===== config.mk =====
export PLATFORM = sky130hd
export DESIGN_NAME = dmem_store_ctrl
export DESIGN_NICKNAME = d
export VERILOG_FILES = /design/src/rtl/dmem_store_ctrl.sv
export SDC_FILE = /design/constraint.sdc
export NUM_CORES = 1
export LEC_CHECK = 0
export ABC_AREA = 1
export CORE_ASPECT_RATIO = 0.9
export CORE_MARGIN = 3
export CORE_UTILIZATION = 45
export DETAILED_ROUTE_END_ITERATION = 12
export GPL_TIMING_DRIVEN = 0
export PLACE_DENSITY = 0.84
export SYNTH_ARGS = -nofsm -noshare
export SYNTH_HDL_FRONTEND = slang
export SYNTH_SLANG_ARGS = --single-unit

===== constraint.sdc =====
create_clock -name clk -period 2.7 [get_ports clk]
set_input_delay 0.675 -clock clk [delete_from_list [all_inputs] [get_ports clk]]
set_output_delay 0.675 -clock clk [all_outputs]
set_load 0.1 [all_outputs]

===== src/rtl/dmem_store_ctrl.sv =====
// Store-side data-memory controller: captures a store, checks alignment,
// lane-aligns data and drives memory with byte enables for a fixed wait period.
module dmem_store_ctrl #(
   parameter int DATA_WIDTH  = 32,
   parameter int ADDR_WIDTH  = 32,
   parameter int WAIT_STATES = 2
) (
   input  logic                  clk,
   input  logic                  rst_n,
   input  logic                  MemWrite,
   input  logic [1:0]            StoreSize,
   input  logic [ADDR_WIDTH-1:0] Addr,
   input  logic [DATA_WIDTH-1:0] DataRegB,
   output logic                  busy,
   output logic                  done,
   output logic                  misaligned,
   output logic                  DMemWE,
   output logic [ADDR_WIDTH-1:0] DMemAddr,
   output logic [DATA_WIDTH-1:0] DMemWData,
   output logic [3:0]            DMemByteEn
);

   typedef enum logic [1:0] {
      IDLE  = 2'd0,
      WRITE = 2'd1,
      DONE  = 2'd2,
      FAULT = 2'd3
   } state_t;

   localparam logic [1:0] SIZE_BYTE = 2'b00;
   localparam logic [1:0] SIZE_HALF = 2'b01;
   localparam logic [1:0] SIZE_WORD = 2'b10;
   localparam logic [3:0] WAIT_LOAD = 4'(WAIT_STATES);

   state_t                state, state_nx;
   logic [3:0]            cnt, cnt_nx;
   logic                  fault;
   logic                  accept;
   logic [DATA_WIDTH-1:0] lane_data;
   logic [3:0]            lane_ben;

   // Size/alignment fault, evaluated on the live request inputs at capture.
   always_comb begin
      fault = 1'b0;
      case (StoreSize)
         SIZE_BYTE: fault = 1'b0;
         SIZE_HALF: fault = Addr[0];
         SIZE_WORD: fault = |Addr[1:0];
         default:   fault = 1'b1;
      endcase
   end

   // Little-endian lane placement; the illegal size is never written.
   always_comb begin
      lane_data = DataRegB;
      lane_ben  = 4'b1111;
      case (StoreSize)
         SIZE_BYTE: begin
            lane_data = {4{DataRegB[7:0]}};
            lane_ben  = 4'b0001 << Addr[1:0];
         end
         SIZE_HALF: begin
            lane_data = {2{DataRegB[15:0]}};
            lane_ben  = Addr[1] ? 4'b1100 : 4'b0011;
         end
         default: begin
            lane_data = DataRegB;
            lane_ben  = 4'b1111;
         end
      endcase
   end

   assign accept = (state == IDLE) && MemWrite;

   // NOTE: every signal written here gets a default first, so no path leaves
   // it unassigned and no latch is inferred.
   always_comb begin
      state_nx = state;
      cnt_nx   = cnt;
      case (state)
         IDLE: begin
            if (MemWrite) begin
               if (fault) begin
                  state_nx = FAULT;
               end else begin
                  state_nx = WRITE;
                  cnt_nx   = WAIT_LOAD;
               end
            end
         end
         WRITE: begin
            if (cnt == 4'd0) state_nx = DONE;
            else             cnt_nx   = cnt - 4'd1;
         end
         DONE:    state_nx = IDLE;
         FAULT:   state_nx = IDLE;
         default: state_nx = IDLE;
      endcase
   end

   // NOTE: sequential state uses non-blocking assignments so every flop
   // samples pre-edge values regardless of statement order.
   always_ff @(posedge clk or negedge rst_n) begin
      if (!rst_n) begin
         state <= IDLE;
         cnt   <= 4'd0;
      end else begin
         state <= state_nx;
         cnt   <= cnt_nx;
      end
   end

   // Outputs are flops loaded from the next state, so they align with it.
   always_ff @(posedge clk or negedge rst_n) begin
      if (!rst_n) begin
         busy       <= 1'b0;
         done       <= 1'b0;
         misaligned <= 1'b0;
         DMemWE     <= 1'b0;
      end else begin
         busy       <= (state_nx != IDLE);
         done       <= (state_nx == DONE);
         misaligned <= (state_nx == FAULT);
         DMemWE     <= (state_nx == WRITE);
      end
   end

   // Captured copies; they hold while idle so inputs may change after capture.
   always_ff @(posedge clk or negedge rst_n) begin
      if (!rst_n) begin
         DMemAddr   <= '0;
         DMemWData  <= '0;
         DMemByteEn <= 4'b0000;
      end else if (accept) begin
         if (fault) begin
            DMemByteEn <= 4'b0000;
         end else begin
            DMemAddr   <= {Addr[ADDR_WIDTH-1:2], 2'b00};
            DMemWData  <= lane_data;
            DMemByteEn <= lane_ben;
         end
      end
   end

endmodule

**Word level (Yosys, flattened, before mapping)**

Cells that the tools add are included.

- Bits in registers: 76
- Bits of input ports: 69
- Output and inout port bits: 72

- Eq/ne operators: 11
- Shift-type cells: 1
- Bitwise operators: 1
- Multiplexer cells: 13
- Reduce and logical (&&, ||, !) cells: 10
- $add $sub $neg: 1

Operators by type and width:

| operator | count |
|---|---|
| one-hot mux 32 bit (2 select lines) | 1 |
| 2-to-1 mux 4 bit | 5 |
| one-hot mux 4 bit (2 select lines) | 2 |
| == test 2 bit (second input constant) | 5 |
| == test 2 x 1 -> 1 bit (second input constant) | 3 |
| 2-to-1 mux 2 bit | 3 |
| != test 2 bit (second input constant) | 3 |
| one-hot mux 2 bit (3 select lines) | 1 |
| zero test 2 bit | 2 |
| zero test 4 bit | 1 |
| AND reduction 4 bit | 1 |
| nonzero test 2 bit | 2 |
| OR reduction 2 bit | 2 |
| left shift 1 x 2 -> 4 bit (first input constant) | 1 |
| subtractor 4 x 1 -> 4 bit (second input constant) | 1 |
| one-hot mux 1 bit (3 select lines) | 1 |
| AND reduction 2 bit | 1 |
| logical AND 1 bit | 1 |
| NOT 1 bit | 1 |

**Depth between registers and ports, before layout**

- Depth in word-level cells: 6
- Depth in mapped cells: 8
- Mapped depth without buffers: 7

**Worst setup path before layout**

No wires, ideal clock.

- Path kind: register to output
- From: register DMemAddr[10]
- To: output DMemAddr[10]
- Data arrival time: 0.898 ns
- Buffers on the path: 0
- Data required time: 2.025 ns
- Cell stages (with the launch flop): 1
- Path slack: 1.127 ns
- Cells stage by stage: dfrtp_1

RTL lines:

| item | line | source |
|---|---|---|
| from (decl) | 18 | `output logic [ADDR_WIDTH-1:0] DMemAddr,` |
| from (signal assigned) | 138 | `DMemAddr <= {Addr[ADDR_WIDTH-1:2], 2'b00};` |

No word-level cell between the ends.

**Worst setup path in the final report**

- From: register DMemWData[10]
- To: output DMemWData[10]

RTL lines:

| item | line | source |
|---|---|---|
| from (decl) | 19 | `output logic [DATA_WIDTH-1:0] DMemWData,` |
| from (signal assigned) | 139 | `DMemWData <= lane_data;` |

No word-level cell between the ends.

==> flow_summary_export.csv <==
group,metric,value,unit
status,status,"complete, no violations",
setup_path,r2r_end,"DMemWData[1]",
setup_path,crit_path_max_incr_delay,1150,ps
cells_and_area,fin_nets,616,
route,postRouteAntennaNets,0,
clocking,worstSkewPairLatency,330,ps
sta,slew_viol_final,0,
floorplanning,num_rows,29,
global_route,grtUsageMet1,27.3,%
global_route,global_route.peak_usage_layer,"met2",
setup_path,path_cells,"clkdlybuf4s50_1",
route,drc,0,
global_route,grt_max_degree,51,
placement,place_area,4890,µm²
clocking,cts_tree,"built",
yosys,ys_seq_area_share,56.6,%
yosys,synth_top_area_cell,"dfrtp_1",
yosys,syn_inst,394,
cells_and_area,layout-drive-gt1-share,6.20,%
setup_path,critPathCaptureType,"output port",
setup_path,crit_path_start,"DMemWData[10]",
yosys,synth_area_leaders,"dfrtp_1 57%, nand2_1 13%, o21ai_1 7.6%",
clocking,hold_buffers,0,
cells_and_area,antenna_cells,0,
cells_and_area,final_area,5060,µm²
floorplanning,dieArea,8550,µm²
clocking,root_buffer,"clkbuf_8",
hold_path,hold_path.class,"primary input to async pin",
sta,whs,251,ps
yosys,yosysWarnings,0,
yosys,muxShareOfSynthArea,0,%
sta,period_needed,2540,ps
setup_path,rrSetupSlack,1250,ps
floorplanning,start_util,47.0,%
yosys,synthAdderAreaFrac,0.744,%
global_route,use_met3,6.53,%
sta,worst_pin_slew,1010,ps
clocking,clkTransAtPathRegs,70,ps
setup_path,critPathSlowestCell,"clkdlybuf4s50_1",
cells_and_area,layout_common_cells,"137 x clkdlybuf4s50_1, 113 x nand2_1, 76 x dfrtp_1",
placement,numPortBuffers,138,
route,vias_per_cell,4.88,
yosys,synth_top_family_by_area,"simple AND/OR/NAND/NOR gates",
sta,skew,8.96,ps
yosys,syn-cell-area,3360,µm²
flow_run,drv_cap,0,
setup_path,cp-endpoint,"DMemWData[10]",
placement,gp_congestion,0.905,
floorplanning,io_pins,141,
sta,hold_viol_final,0,
sta,max_freq,394,MHz
yosys,synth_top_area_share,56.6,%
route,wire_per_inst,14.0,µm
placement,dp_hpwl,6.94,mm
setup_path,crit_type,"flop to output port",
sta,rsz0062_at_grt,"no",
cells_and_area,syn2layout_area_growth,50.5,%
route,drt_iter0_drc,210,
setup_path,crit_arrival,1870,ps
setup_path,worst-path-buf-inv,1,
route,vias,3131,
yosys,synth_compound_area_share,12.3,%
route,first_pass_iters,4,
cells_and_area,layout_commonest_cell,"clkdlybuf4s50_1",
setup_path,worstSetupPathDepth,1,
route,drt_wl_total,9.00,mm
global_route,antenna_found_initial,0,
sta,fin_ws,159,ps
setup_path,startpoint_type,"flop",
setup_path,crit_fanout,2,
global_route,grt_pass1_wl,14.5,mm
floorplanning,coreArea,7150,µm²
yosys,ys_ff_latch,76,
clocking,cts_resized,0,
clocking,cts_setup_buffers,0,
clocking,cts_num_sinks,76,
sta,setup_violations,0,
sta,min_period_over_period,94.1,%
placement,post-place-ws,456,ps
setup_path,r2r_start,"state[1]",
clocking,clockBufferDepth,2,
setup_path,reg2reg_depth,7,
clocking,htreeDepth,3,
floorplanning,dieHeight,88,µm
global_route,gr-total-overflow,0,
setup_path,crit_required,2030,ps
global_route,met2_usage,34.5,%
yosys,synth_xor_area_share,0.261,%
yosys,yosys.area_share.simple,19.2,%
global_route,grt_pass1_vias,3071,
setup_path,cp_top_family,"buffers and inverters",
sta,slew_headroom,32.3,%
floorplanning,die_w,97.1,µm
yosys,syn_avg_cell_area,8.53,µm²
clocking,numCtsBuffers,9,
yosys,netlist-cell-type-count,25,
global_route,gr-usage-all-layers,21.3,%
-- cell type report --
type | count | area, µm²
flip-flops and latches | 76 | 1900
clock buffers | 11 | 131
inverters | 60 | 225
repair buffers | 139 | 1410
plain buffers | 19 | 139
fillers | 568 | 2090
multi-input cells | 240 | 1100
well taps | 93 | 116
clock inverters | 3 | 40.0
-- state kept, by name, summed over array words and instances (netlist names) --
register,count
DMemByteEn,4
DMemWE,1
DMemAddr,30
state,2
misaligned,1
cnt,4
done,1
DMemWData,32
busy,1
-- stage by stage --
| stage | util (%) | TNS, ps | std cells |
|---|---|---|---|
| global route | 70.8 | 0 | 641 |
| CTS | 70.8 | 0 | 641 |
| detailed placement | 68.4 | 0 | 627 |
| global placement | 68.0 | -119770 | 626 |
| finish | 70.8 | 0 | 641 |
| floorplan | - | 0 | 395 |
-- Yosys cell counts --
master	instances
a21oi_1	18
and2_1	1
buf_2	6
buf_4	2
buf_6	7
clkbuf_1	4
clkinv_1	1
conb_1	1
dfrtp_1	76
ha_1	2
inv_1	58
inv_2	1
nand2_1	113
nand2_2	1
nand3_1	23
nand3_4	1
nand4_1	1
nor2_1	13
nor2_8	1
o211ai_1	1
o21ai_0	8
o21ai_1	51
o21ai_2	1
o22ai_1	2
xor2_1	1
-- routing by layer --
layer  routed length (µm)  part of all wire [%]
met4                  176                   2.0
met3                  688                   7.6
met1                 3850                    43
met2                 4290                    48
met5                    0                     0
-- kinds of logic after synthesis --
kind of cell	after synthesis
compound gates	81
buf+inv	79
xor+xnor	1
flops	76
fa+ha+maj	2
simple gates	154
other cells	1
-- worst min path at each step --
stage	cells past startpoint	end	slack, ps
finish	1	DMemAddr[22]	250
global route	1	DMemAddr[22]	250
CTS	1	DMemAddr[22]	250
detailed placement	2	DMemWData[29]	470
global placement	2	DMemWData[26]	470
floorplan	0	DMemAddr[10]	380
Power is left out: the tool's default activity adds up to more than one toggle a clock period on the data nets, which glitch-free logic cannot reach.
==> variant 1, RTL diff (config.mk and constraints unchanged) <==
Reset style: synchronous (`rst_n`), changed in 3 clocked blocks.
--- a/src/rtl/dmem_store_ctrl.sv
+++ b/src/rtl/dmem_store_ctrl.sv
@@ -102,3 +102,3 @@
    // samples pre-edge values regardless of statement order.
-   always_ff @(posedge clk or negedge rst_n) begin
+   always_ff @(posedge clk) begin
       if (!rst_n) begin
@@ -113,3 +113,3 @@
    // Outputs are flops loaded from the next state, so they align with it.
-   always_ff @(posedge clk or negedge rst_n) begin
+   always_ff @(posedge clk) begin
       if (!rst_n) begin
@@ -128,3 +128,3 @@
    // Captured copies; they hold while idle so inputs may change after capture.
-   always_ff @(posedge clk or negedge rst_n) begin
+   always_ff @(posedge clk) begin
       if (!rst_n) begin
Function: differs if rst_n is asserted again (counterexample within 4 cycles, from zero or initial values and one cycle with rst_n low); with rst_n held inactive, the same outputs for 4 cycles.
==> variant 1 against the unedited design <==
Worst hold slack better by 0.21 ns; sequential cell count unchanged; critical endpoint is now DMemWData[2]; critical path depth stayed put; synthesized area down 2.0%; count of clock-buffer cells in the layout fell by 1; wire length grew 12%; cell area decreased by 0.72%; synthesized cell count increased by 16%; setup slack lost 0.014 ns; sequential share of layout area down 7.3 points.
==> variant 1: results (changes against the unedited design) <==
[placement]
placedInstanceArea_um2=4790  ; -2.0%
dp.cells=685  ; +9.3%
place_ws_ns=0.433  ; -0.0229 ns
dpl.hpwl_mm=7.60  ; +9.5%
gp_congestion=0.932  ; +3.0%

[critical_path]
critPathMaxFanout=2  ; unchanged
critPathBufInv=1  ; unchanged
regToRegStartpoint=state[1]
critPathTopFamily=buffers and inverters
crit_start=DMemWData[2]

[detailed_routing]
met3_length_mm=1.11  ; +61%
wl_met2_mm=4.73  ; +10%
vias=3583  ; +14%
viasPerCell=5.11  ; +4.6%
drt_iter0_markers=202  ; -3.8%
wl_per_cell_um=14.4  ; +2.7%
wl_met1_mm=4.04  ; +5.1%
first_pass_iters=5  ; +1

[synth]
yosysSeqAreaShare_pct=46.2  ; -10 points
dominantRegCellSynth=dfxtp_1
yosys-top-cells-area=dfxtp_1 46%, nand2_1 15%, nand3_1 9.6%, a21oi_1 9.1%, nor2_1 3.5%
synth_fa_ha_area_share_pct=0.760  ; +0.016 points
synth-async-reset-ratio_pct=0  ; -100 points
syn_avg_cell_area_um2=7.22  ; -15%
synth_compound_area_share_pct=13.5  ; +1.2 points
synthDistinctLibCells=23  ; -8.0%
synth-xor-area-share_pct=0.266  ; +0.0054 points
synth_common_cells=129 x nand2_1, 76 x dfxtp_1, 63 x nand3_1

[global_routing]
grtUsageMet1_pct=31.8  ; +4.6 points
grt_pass1_vias=3444  ; +12%
grt_pass1_wl_mm=16.1  ; +11%
grt_util_all_layers_pct=24.8  ; +3.5 points
grtUsageMet2_pct=38.6  ; +4.1 points
grt_max_degree=15  ; -71%
use_met3_pct=7.69  ; +1.2 points

[final_layout]
area_growth_pct=52.5
drive_above_1_share_pct=7.20  ; +1.0 points
fillers=552  ; -2.8%
nets=677  ; +9.9%

[sta]
final_max_slew_viol_count=0  ; unchanged
worst_pin_slew_ns=1.02  ; +0.0125 ns
fin_skew_ns=0.00746  ; -0.00150 ns

[clock_network]
clock_latency_ns=0.35  ; +0.02 ns

[min_path]
hold_class=reg2reg

[outcome]
run_status=complete, no violations

-- variant 1: worst paths after layout --
path	cells past startpoint	to	slack, ns
setup / recovery	1	DMemWData[2]	0.15
hold / removal	2	DMemAddr[17]	0.46
setup reg to reg	6	DMemWData[16]	1.21
hold reg to reg	2	DMemAddr[17]	0.46
-- variant 1: power groups by stage --
| stage | Clock [µW] | Sequential, µW | Combinational, µW |
|---|---|---|---|
| after detailed placement | 0 | 1260 | 1080 |
| after floorplan | 0 | 1730 | 284 |
| after CTS | 1010 | 1230 | 1080 |
| after global placement | 0 | 1250 | 1070 |
| final | 995 | 1230 | 1080 |
| after global routing | 1050 | 1240 | 1140 |
-- variant 1: layout make-up --
cell class	count	area share, %
Sequential cell	76	30.3
Multi-Input combinational cell	317	28.8
Timing Repair Buffer	138	27.5
Buffer	33	4.21
Clock buffer	10	2.74
Inverter	31	2.32
Tap cell	90	2.24
Clock inverter	6	1.89
==> variant 2, RTL diff (config.mk and constraints unchanged) <==
Made on the original files. `ADDR_WIDTH`: 32 -> 16.
--- a/src/rtl/dmem_store_ctrl.sv
+++ b/src/rtl/dmem_store_ctrl.sv
@@ -4,3 +4,3 @@
    parameter int DATA_WIDTH  = 32,
-   parameter int ADDR_WIDTH  = 32,
+   parameter int ADDR_WIDTH  = 16,
    parameter int WAIT_STATES = 2
Interface: changed (resized Addr and DMemAddr); port bits go from 141 to 109. No check against the original RTL was run, so the function may have changed too.
==> variant 2 against the unedited design <==
Cell area down 15%; wire length decreased by 11%; count of clock-buffer cells in the layout unchanged; sequential cell count down 16; final cell count shrank 17%; setup slack worse by 0.0096 ns; synthesized area is 14% lower; die area shrank 14%.
Power is left out: the tool's default activity adds up to more than one toggle a clock period on the data nets, which glitch-free logic cannot reach.
==> variant 2: results (changes against the unedited design) <==
[detailed_routing]
vias=2635  ; -16%
first_pass_iters=5  ; +1
drt_wl_total_mm=7.99  ; -11%
drt_iter0_markers=158  ; -25%

[clock_network]
cts_max_level=3  ; unchanged
clock_latency_ns=0.34
clk_pin_slew_worst_paths_ns=0.07  ; about the same
clock_path_buffers=2  ; unchanged
cts-root-buf=clkbuf_8
cts_buffers=9  ; unchanged
cts_resized=0  ; unchanged
cts_post_setup_buffers_inserted=0  ; unchanged

[min_path]
hold_class=in2async

[synth]
yosys-top-cells-area=dfrtp_1 52%, nand2_1 13%, o21ai_2 10%, inv_1 5.5%, nand3_1 4.0%
synth_compound_area_share_pct=15.8  ; +3.5 points
dominantRegCellSynth=dfrtp_1
yosysSeqAreaShare_pct=52.2  ; -4.4 points
synth-xor-area-share_pct=0.304  ; +0.044 points
synth_common_cells=97 x nand2_1, 60 x dfrtp_1, 42 x inv_1
synth-async-reset-ratio_pct=100  ; unchanged
synthMuxAreaShare_pct=0  ; unchanged
synth_fa_ha_area_share_pct=0.870  ; +0.13 points
synthDistinctLibCells=25  ; unchanged
yosys_warnings=0  ; unchanged

[global_routing]
antenna_found_initial=0  ; unchanged
grt_max_degree=36  ; -29%
grt_pass1_wl_mm=13.0  ; -10%
grt_pass1_vias=2704  ; -12%
grt_util_all_layers_pct=22.9  ; +1.6 points

[final_layout]
drive_above_1_share_pct=15.3  ; +9.1 points
nets=501  ; -19%
diodes=0  ; unchanged
largest_registers=DMemWData x32, DMemAddr x14

[sta]
fin_skew_ns=0.00370  ; -0.00526 ns
slew_headroom_pct=31.5  ; -0.83 points

[critical_path]
critPathMaxFanout=2  ; unchanged
slowest_delay_ns=1.15  ; about the same
worstPathArrival_ns=1.88
critPathTopFamily=buffers and inverters
cpMaxStageDelayCell=clkdlybuf4s50_1

[placement]
portBuffers=106  ; -23%
gp_congestion=0.911  ; +0.67%
place_ws_ns=0.475  ; +0.0190 ns
placedInstanceArea_um2=4060  ; -17%
dpl.hpwl_mm=5.93  ; -15%

[outcome]
run_status=complete, no violations

variant 2: layer usage:
layer  global-route usage, %  vias to the layer above  share of wire (%)
li1                        -                     1265                  -
met1                    26.8                     1214                 39
met2                    37.9                      136                 47
met3                    8.97                       20                 12
met4                    10.2                        0                2.3
met5                       0                        -                  0
variant 2: area by class of cell:
cell class | instances | area [µm²]
flip-flops and latches | 60 | 1500
repair buffers | 107 | 1080
fillers | 467 | 1640
well taps | 84 | 105
clock inverters | 5 | 75.1
inverters | 44 | 165
plain buffers | 16 | 143
clock buffers | 11 | 141
multi-input cells | 208 | 1070
variant 2: logic make-up (layout without fill, tap and decap cells):
family                     after synthesis  in the layout
AOI/OAI and AO/OA                       65             65
xor gates and xnor gates                 1              1
adders and majority gates                2              2
buffers and inverters                   60            183
DFF                                     60             60
other                                    1              2
and+or+nand+nor                        138            138
variant 2: per-stage QoR:
step / std cells / TNS (ns) / hold WS (ns)
6_report: 535 / 0 / 0.328
5_1_grt: 535 / 0 / 0.378
4_1_cts: 535 / 0 / 0.337
3_5_place_dp: 519 / 0 / 0.465
3_3_place_gp: 518 / -55.91 / 0.464
2_1_floorplan: 328 / 0 / 0.379
variant 2: worst paths after layout:
path,start,end,slack [ns],depth (start not counted)
max,DMemWData[17],DMemWData[17],0.15,1
min,rst_n,DMemWData[29],0.33,1
max reg2reg,state[1],DMemWData[0],1.31,7
min reg2reg,DMemByteEn[1],DMemByteEn[1],0.48,2
max in group asynchronous,rst_n,DMemAddr[14],1.77,2
min in group clk,DMemByteEn[1],DMemByteEn[1],0.48,2
variant 2: worst register-to-register path: cells and delay by family (launching register included):
| family | cells | cell delay (ns) |
|---|---|---|
| and+or+nand+nor | 4 | 0.48 |
| AOI/OAI and AO/OA | 1 | 0.06 |
| buffers and inverters | 2 | 0.35 |
| DFF | 1 | 0.38 |
